===== src/rtl/ysyx_22040210_btb_upd.sv =====
// BTB update queue: buffers taken commit-slot outcomes and drains one BTB write per cycle.
// Latency: 1 cycle from accept to btb_fixwe_o. Backpressure: cmt_ready_o drops when fewer than 2 entries are free.
// Optional macro YSYX_22040210_BTB_UPD_FILTER_EN drops taken slots whose fetch-time BTB prediction was already right.
module ysyx_22040210_btb_upd #(
   parameter int UPD_DEPTH = 4
) (
   input  logic        clk,
   input  logic        rst,
   input  logic        cmt_valid0_i,
   input  logic        cmt_valid1_i,
   input  logic [63:0] cmt_pc0_i,
   input  logic [63:0] cmt_pc1_i,
   input  logic [63:0] cmt_target0_i,
   input  logic [63:0] cmt_target1_i,
   input  logic [2:0]  cmt_op0_i,
   input  logic [2:0]  cmt_op1_i,
   input  logic        cmt_taken0_i,
   input  logic        cmt_taken1_i,
   input  logic        cmt_phit0_i,
   input  logic        cmt_phit1_i,
   input  logic [63:0] cmt_ptgt0_i,
   input  logic [63:0] cmt_ptgt1_i,
   output logic        cmt_ready_o,
   output logic        btb_fixwe_o,
   output logic [63:0] btb_fixpc_o,
   output logic [63:0] btb_fixjumpaddr_o,
   output logic [2:0]  btb_fixjumpop_o,
   output logic [31:0] upd_cnt_o
);

   localparam int PW = $clog2(UPD_DEPTH);
   localparam int CW = PW + 1;

   typedef struct packed {
      logic [63:0] pc;
      logic [63:0] tgt;
      logic [2:0]  op;
   } upd_ent_t;

   upd_ent_t      mem_q [UPD_DEPTH];
   logic [PW-1:0] rd_ptr_q, rd_ptr_d;
   logic [PW-1:0] wr_ptr_q, wr_ptr_d;
   logic [PW-1:0] wr_idx1;
   logic [CW-1:0] cnt_q, cnt_d;
   logic [31:0]   upd_cnt_q, upd_cnt_d;
   logic          filt0, filt1;
   logic          qual0, qual1;
   logic          push0, push1, pop;
   logic [1:0]    n_push;
   upd_ent_t      ent0, ent1, head;

`ifdef YSYX_22040210_BTB_UPD_FILTER_EN
   assign filt0 = cmt_phit0_i && (cmt_ptgt0_i == cmt_target0_i);
   assign filt1 = cmt_phit1_i && (cmt_ptgt1_i == cmt_target1_i);
`else
   logic unused_filt;
   assign unused_filt = ^{cmt_phit0_i, cmt_phit1_i, cmt_ptgt0_i, cmt_ptgt1_i};
   assign filt0 = 1'b0;
   assign filt1 = 1'b0;
`endif

   // Two free slots are always reserved so both commit slots can land in one cycle.
   assign cmt_ready_o = (cnt_q <= CW'(UPD_DEPTH - 2));

   assign qual0 = cmt_valid0_i && cmt_taken0_i && cmt_ready_o && !filt0;
   assign qual1 = cmt_valid1_i && cmt_taken1_i && cmt_ready_o && !filt1;

   // Same-PC pair: the younger slot carries the newer outcome, so it alone is kept.
   assign push1  = qual1;
   assign push0  = qual0 && !(qual1 && (cmt_pc0_i == cmt_pc1_i));
   assign pop    = (cnt_q != '0);
   assign n_push = {1'b0, push0} + {1'b0, push1};

   assign ent0    = '{pc: cmt_pc0_i, tgt: cmt_target0_i, op: cmt_op0_i};
   assign ent1    = '{pc: cmt_pc1_i, tgt: cmt_target1_i, op: cmt_op1_i};
   assign wr_idx1 = wr_ptr_q + PW'(push0);

   always_comb begin
      cnt_d     = cnt_q + CW'(n_push) - CW'(pop);
      rd_ptr_d  = rd_ptr_q + PW'(pop);
      wr_ptr_d  = wr_ptr_q + PW'(n_push);
      upd_cnt_d = upd_cnt_q;
      if (pop && (upd_cnt_q != 32'hFFFF_FFFF)) begin
         upd_cnt_d = upd_cnt_q + 32'd1;
      end
   end

   always_ff @(posedge clk) begin
      if (rst) begin
         cnt_q     <= '0;
         rd_ptr_q  <= '0;
         wr_ptr_q  <= '0;
         upd_cnt_q <= '0;
      end else begin
         cnt_q     <= cnt_d;
         rd_ptr_q  <= rd_ptr_d;
         wr_ptr_q  <= wr_ptr_d;
         upd_cnt_q <= upd_cnt_d;
      end
   end

   // Storage needs no reset: entries are only visible while the count covers them.
   always_ff @(posedge clk) begin
      if (push0) begin
         mem_q[wr_ptr_q] <= ent0;
      end
      if (push1) begin
         mem_q[wr_idx1] <= ent1;
      end
   end

   assign head              = mem_q[rd_ptr_q];
   assign btb_fixwe_o       = pop;
   assign btb_fixpc_o       = pop ? head.pc  : 64'd0;
   assign btb_fixjumpaddr_o = pop ? head.tgt : 64'd0;
   assign btb_fixjumpop_o   = pop ? head.op  : 3'd0;
   assign upd_cnt_o         = upd_cnt_q;

endmodule

===== config.mk =====
export PLATFORM = sky130hd
export DESIGN_NAME = ysyx_22040210_btb_upd
export DESIGN_NICKNAME = d
export VERILOG_FILES = /design/src/rtl/ysyx_22040210_btb_upd.sv
export SDC_FILE = /design/constraint.sdc
export NUM_CORES = 1
export LEC_CHECK = 0
export CAP_MARGIN = 10
export CORE_UTILIZATION = 40
export DETAILED_ROUTE_END_ITERATION = 10
export PLACE_DENSITY_LB_ADDON = 0.25
export SLEW_MARGIN = 40
export SYNTH_ARGS = -nofsm -noshare
export SYNTH_HDL_FRONTEND = slang
export SYNTH_SLANG_ARGS = --single-unit

===== constraint.sdc =====
create_clock -name clk -period 14.2 [get_ports clk]
set_clock_uncertainty 0.2 [all_clocks]
set_input_delay 2.13 -clock clk [delete_from_list [all_inputs] [get_ports clk]]
set_output_delay 2.13 -clock clk [all_outputs]
set_load 0.01 [all_outputs]

==> run metrics <==
largest stage delay on the critical path 720 ps; routability cong. 0.796; largest net degree at the start of global routing 82; Post-Synthesis Cells 1728; Max VDD drop 0.000120 V; relative slew slack 45.1%; Netlist cell types 51; Fin. Hold Viols 0; Final HPWL DP 49.1 mm; Die H 270 µm; DRT Wirelength 79.6 mm; Core Area 0.0705 mm²; CTS sink cnt 563; Critical Path Fanout Max 43; placement row count 97; Die Wd 270 µm; Total GRT Usage 21.7%; vias in the first global route 17729; top cells by count, synth edfxtp_1, mux2_2, and2_1; crit-path cells clkdlybuf4s50_1 -> xnor2_1 -> nand4_1 -> nor4_1 -> nand4_1 -> o21ai_1 -> inv_1 -> ha_1 -> xnor2_1 -> nand3_4 -> o31ai_4 -> buf_4 -> buf_4; # DRC 0; post-synthesis async set-or-reset flop share 0%; Post-Syn Nets 2135; Port Buffers 432; clock-pin slew on the worst setup and hold paths 60 ps; flops & latches, synth 563; Bufs on Longest Clock Path 3; Crit path max-delay family buffers and inverters; WP data required 14220 ps; Final setup viols 0; Synth Area per Inst 16.6 µm²; Worst Hold Class reg2reg; postcts setup bufs 0; DR vias 16928; number of DRC markers in iteration 0 1068; Slew Viols, Final 0; CTS tree done; layout cells sized above 1 34.7%; worst setup margin 6470 ps; most frequent cell after synthesis edfxtp_1; Fmax 129 MHz; Cell Count, Final, Fillers Out 3145; Placed Instances 3016; Root Buffer clkbuf_16; initial antenna violation count 14; DR vias/cell 5.38; setup_tns 0 ps; TritonCTS Buffers 67; IO Count 563; Power per Cell Area 167 mW/mm²; initial core utilization 40.8%; predominant post-synthesis flop cell edfxtp_1; outcome finished, final reports clean; Area contributors post-synth edfxtp_1, mux2_2, mux4_2; die area 0.0729 mm²; Syn-to-layout area delta 25.9%; clk_lat worst skew 600 ps; hold path depth 2; register area share after synthesis 57.5%; synth warn 0; dominant cell type by area after synthesis edfxtp_1; Stages on worst setup path 13; post-CTS resize count 0; CP startpoint kind input port; Placement Setup Slack 5970 ps; first-pass GRT wire length 118 mm; nets@finish 2554; First-pass DRT Iterations 4; worst slew pin tran 824 ps; critical path buffer and inverter count 4; unrepaired setup endpoints after global routing no; cells on worst reg2reg path 12; final core occ 51.3%; WL/cell 25.3 µm; Crit. End Element flop; DRT antenna net count 0; area share of the largest cell type after synthesis 54.7%; cell area after synthesis 0.0287 mm²; # fillers 5859; Final Power 6.04 mW; Leak 11.7 nW; cts hold-fix bufs 0; crit share post-route 54.5%; max cap viols 0; number of flops mapped to enable cells by yosys 524; grt total ovfl 0; Crit Path Category in2reg; Critical-path top delay cell buf_4; min cycle time layout 7730 ps; WP data arrival 7750 ps; Max H-tree Level 3
## stage by stage
step	area, µm²	hold slack (ps)
after global placement	33900	319
after global routing	36200	377
after CTS	36100	344
after floorplan	28700	327
final	36200	336
after detailed placement	34100	332
## per-layer routing
layer / up-vias / global-route usage (%) / routed length (µm)
li1: 7643 / - / -
met4: 10 / 6.09 / 1680
met5: - / 0 / 62
met3: 107 / 4.85 / 4100
met1: 8758 / 27.6 / 33300
met2: 410 / 37.0 / 40500
## report_power, final
group	leakage, nW	total (mW)	internal [mW]	switching [mW]
logic	5.60	2.24	1.17	1.07
clock network	0.988	1.62	0.932	0.689
registers	5.10	2.18	2.09	0.0863
total	11.7	6.04	4.20	1.84
## area by class of cell
| class | instances | area, µm² | area share, % |
|---|---|---|---|
| diodes | 9 | 22.5 | 0.0623 |
| clock inverters | 28 | 219 | 0.605 |
| repair buffers | 460 | 4700 | 13.0 |
| multi-input cells | 1044 | 11700 | 32.3 |
| flip-flops and latches | 563 | 16500 | 45.7 |
| clock buffers | 90 | 1810 | 4.99 |
| inverters | 11 | 46.3 | 0.128 |
| well taps | 940 | 1180 | 3.25 |
## registers in the layout, indices dropped and copies added, names as in the netlist
| signal | cells |
|---|---|
| rd_ptr_q | 2 |
| cnt_q | 3 |
| wr_ptr_q | 2 |
| upd_cnt_o | 32 |
| mem_q | 524 |
## worst reg2reg max path, cell delays in order, from the launching register on
cell	delay (ps)
dfxtp_1	340
a21oi_2	330
nand4_1	280
nor4_1	260
nand4_1	240
o21ai_1	470
inv_1	220
ha_1	270
xnor2_1	420
nand3_4	600
o31ai_4	240
buf_4	620
buf_4	790
## cell families (layout without fill, tap and decap cells)
group | after synthesis | count (layout) | synth area share (%)
mux | 657 | 657 | 30.9
flops | 563 | 563 | 57.5
simple gates | 265 | 265 | 5.55
buf+inv | 121 | 589 | 2.19
xor+xnor | 100 | 100 | 3.05
compound gates | 13 | 13 | 0.488
fa+ha+maj | 9 | 9 | 0.418
other cells | 0 | 9 | 0
## cells in the final DEF, fill, tap and decap left out, types with 10 or more instances in the layout
| master | netlist | layout |
|---|---|---|
| clkbuf_1 | 30 | 21 |
| clkbuf_16 | 0 | 69 |
| edfxtp_1 | 524 | 524 |
| clkinv_2 | 0 | 10 |
| nand4_1 | 28 | 28 |
| and2_1 | 135 | 135 |
| xor2_1 | 23 | 23 |
| nor2_1 | 40 | 40 |
| xnor2_1 | 77 | 77 |
| dfxtp_1 | 39 | 37 |
| mux4_2 | 131 | 131 |
| nand2_1 | 13 | 13 |
| nand3_1 | 13 | 11 |
| mux2_1 | 36 | 36 |
| buf_4 | 24 | 11 |
| clkdlybuf4s50_1 | 0 | 432 |
| mux2_2 | 488 | 488 |
## path summary, 6_finish.rpt
path / startpoint / endpoint / slack (ps)
max: cmt_pc1_i[33] / mem_q[1][86] / 6470
min: upd_cnt_o[12] / upd_cnt_o[12] / 340
max reg2reg: cnt_q[0] / mem_q[1][86] / 8540
min reg2reg: upd_cnt_o[12] / upd_cnt_o[12] / 340
Note: power is estimated with default switching activity, not from simulation.
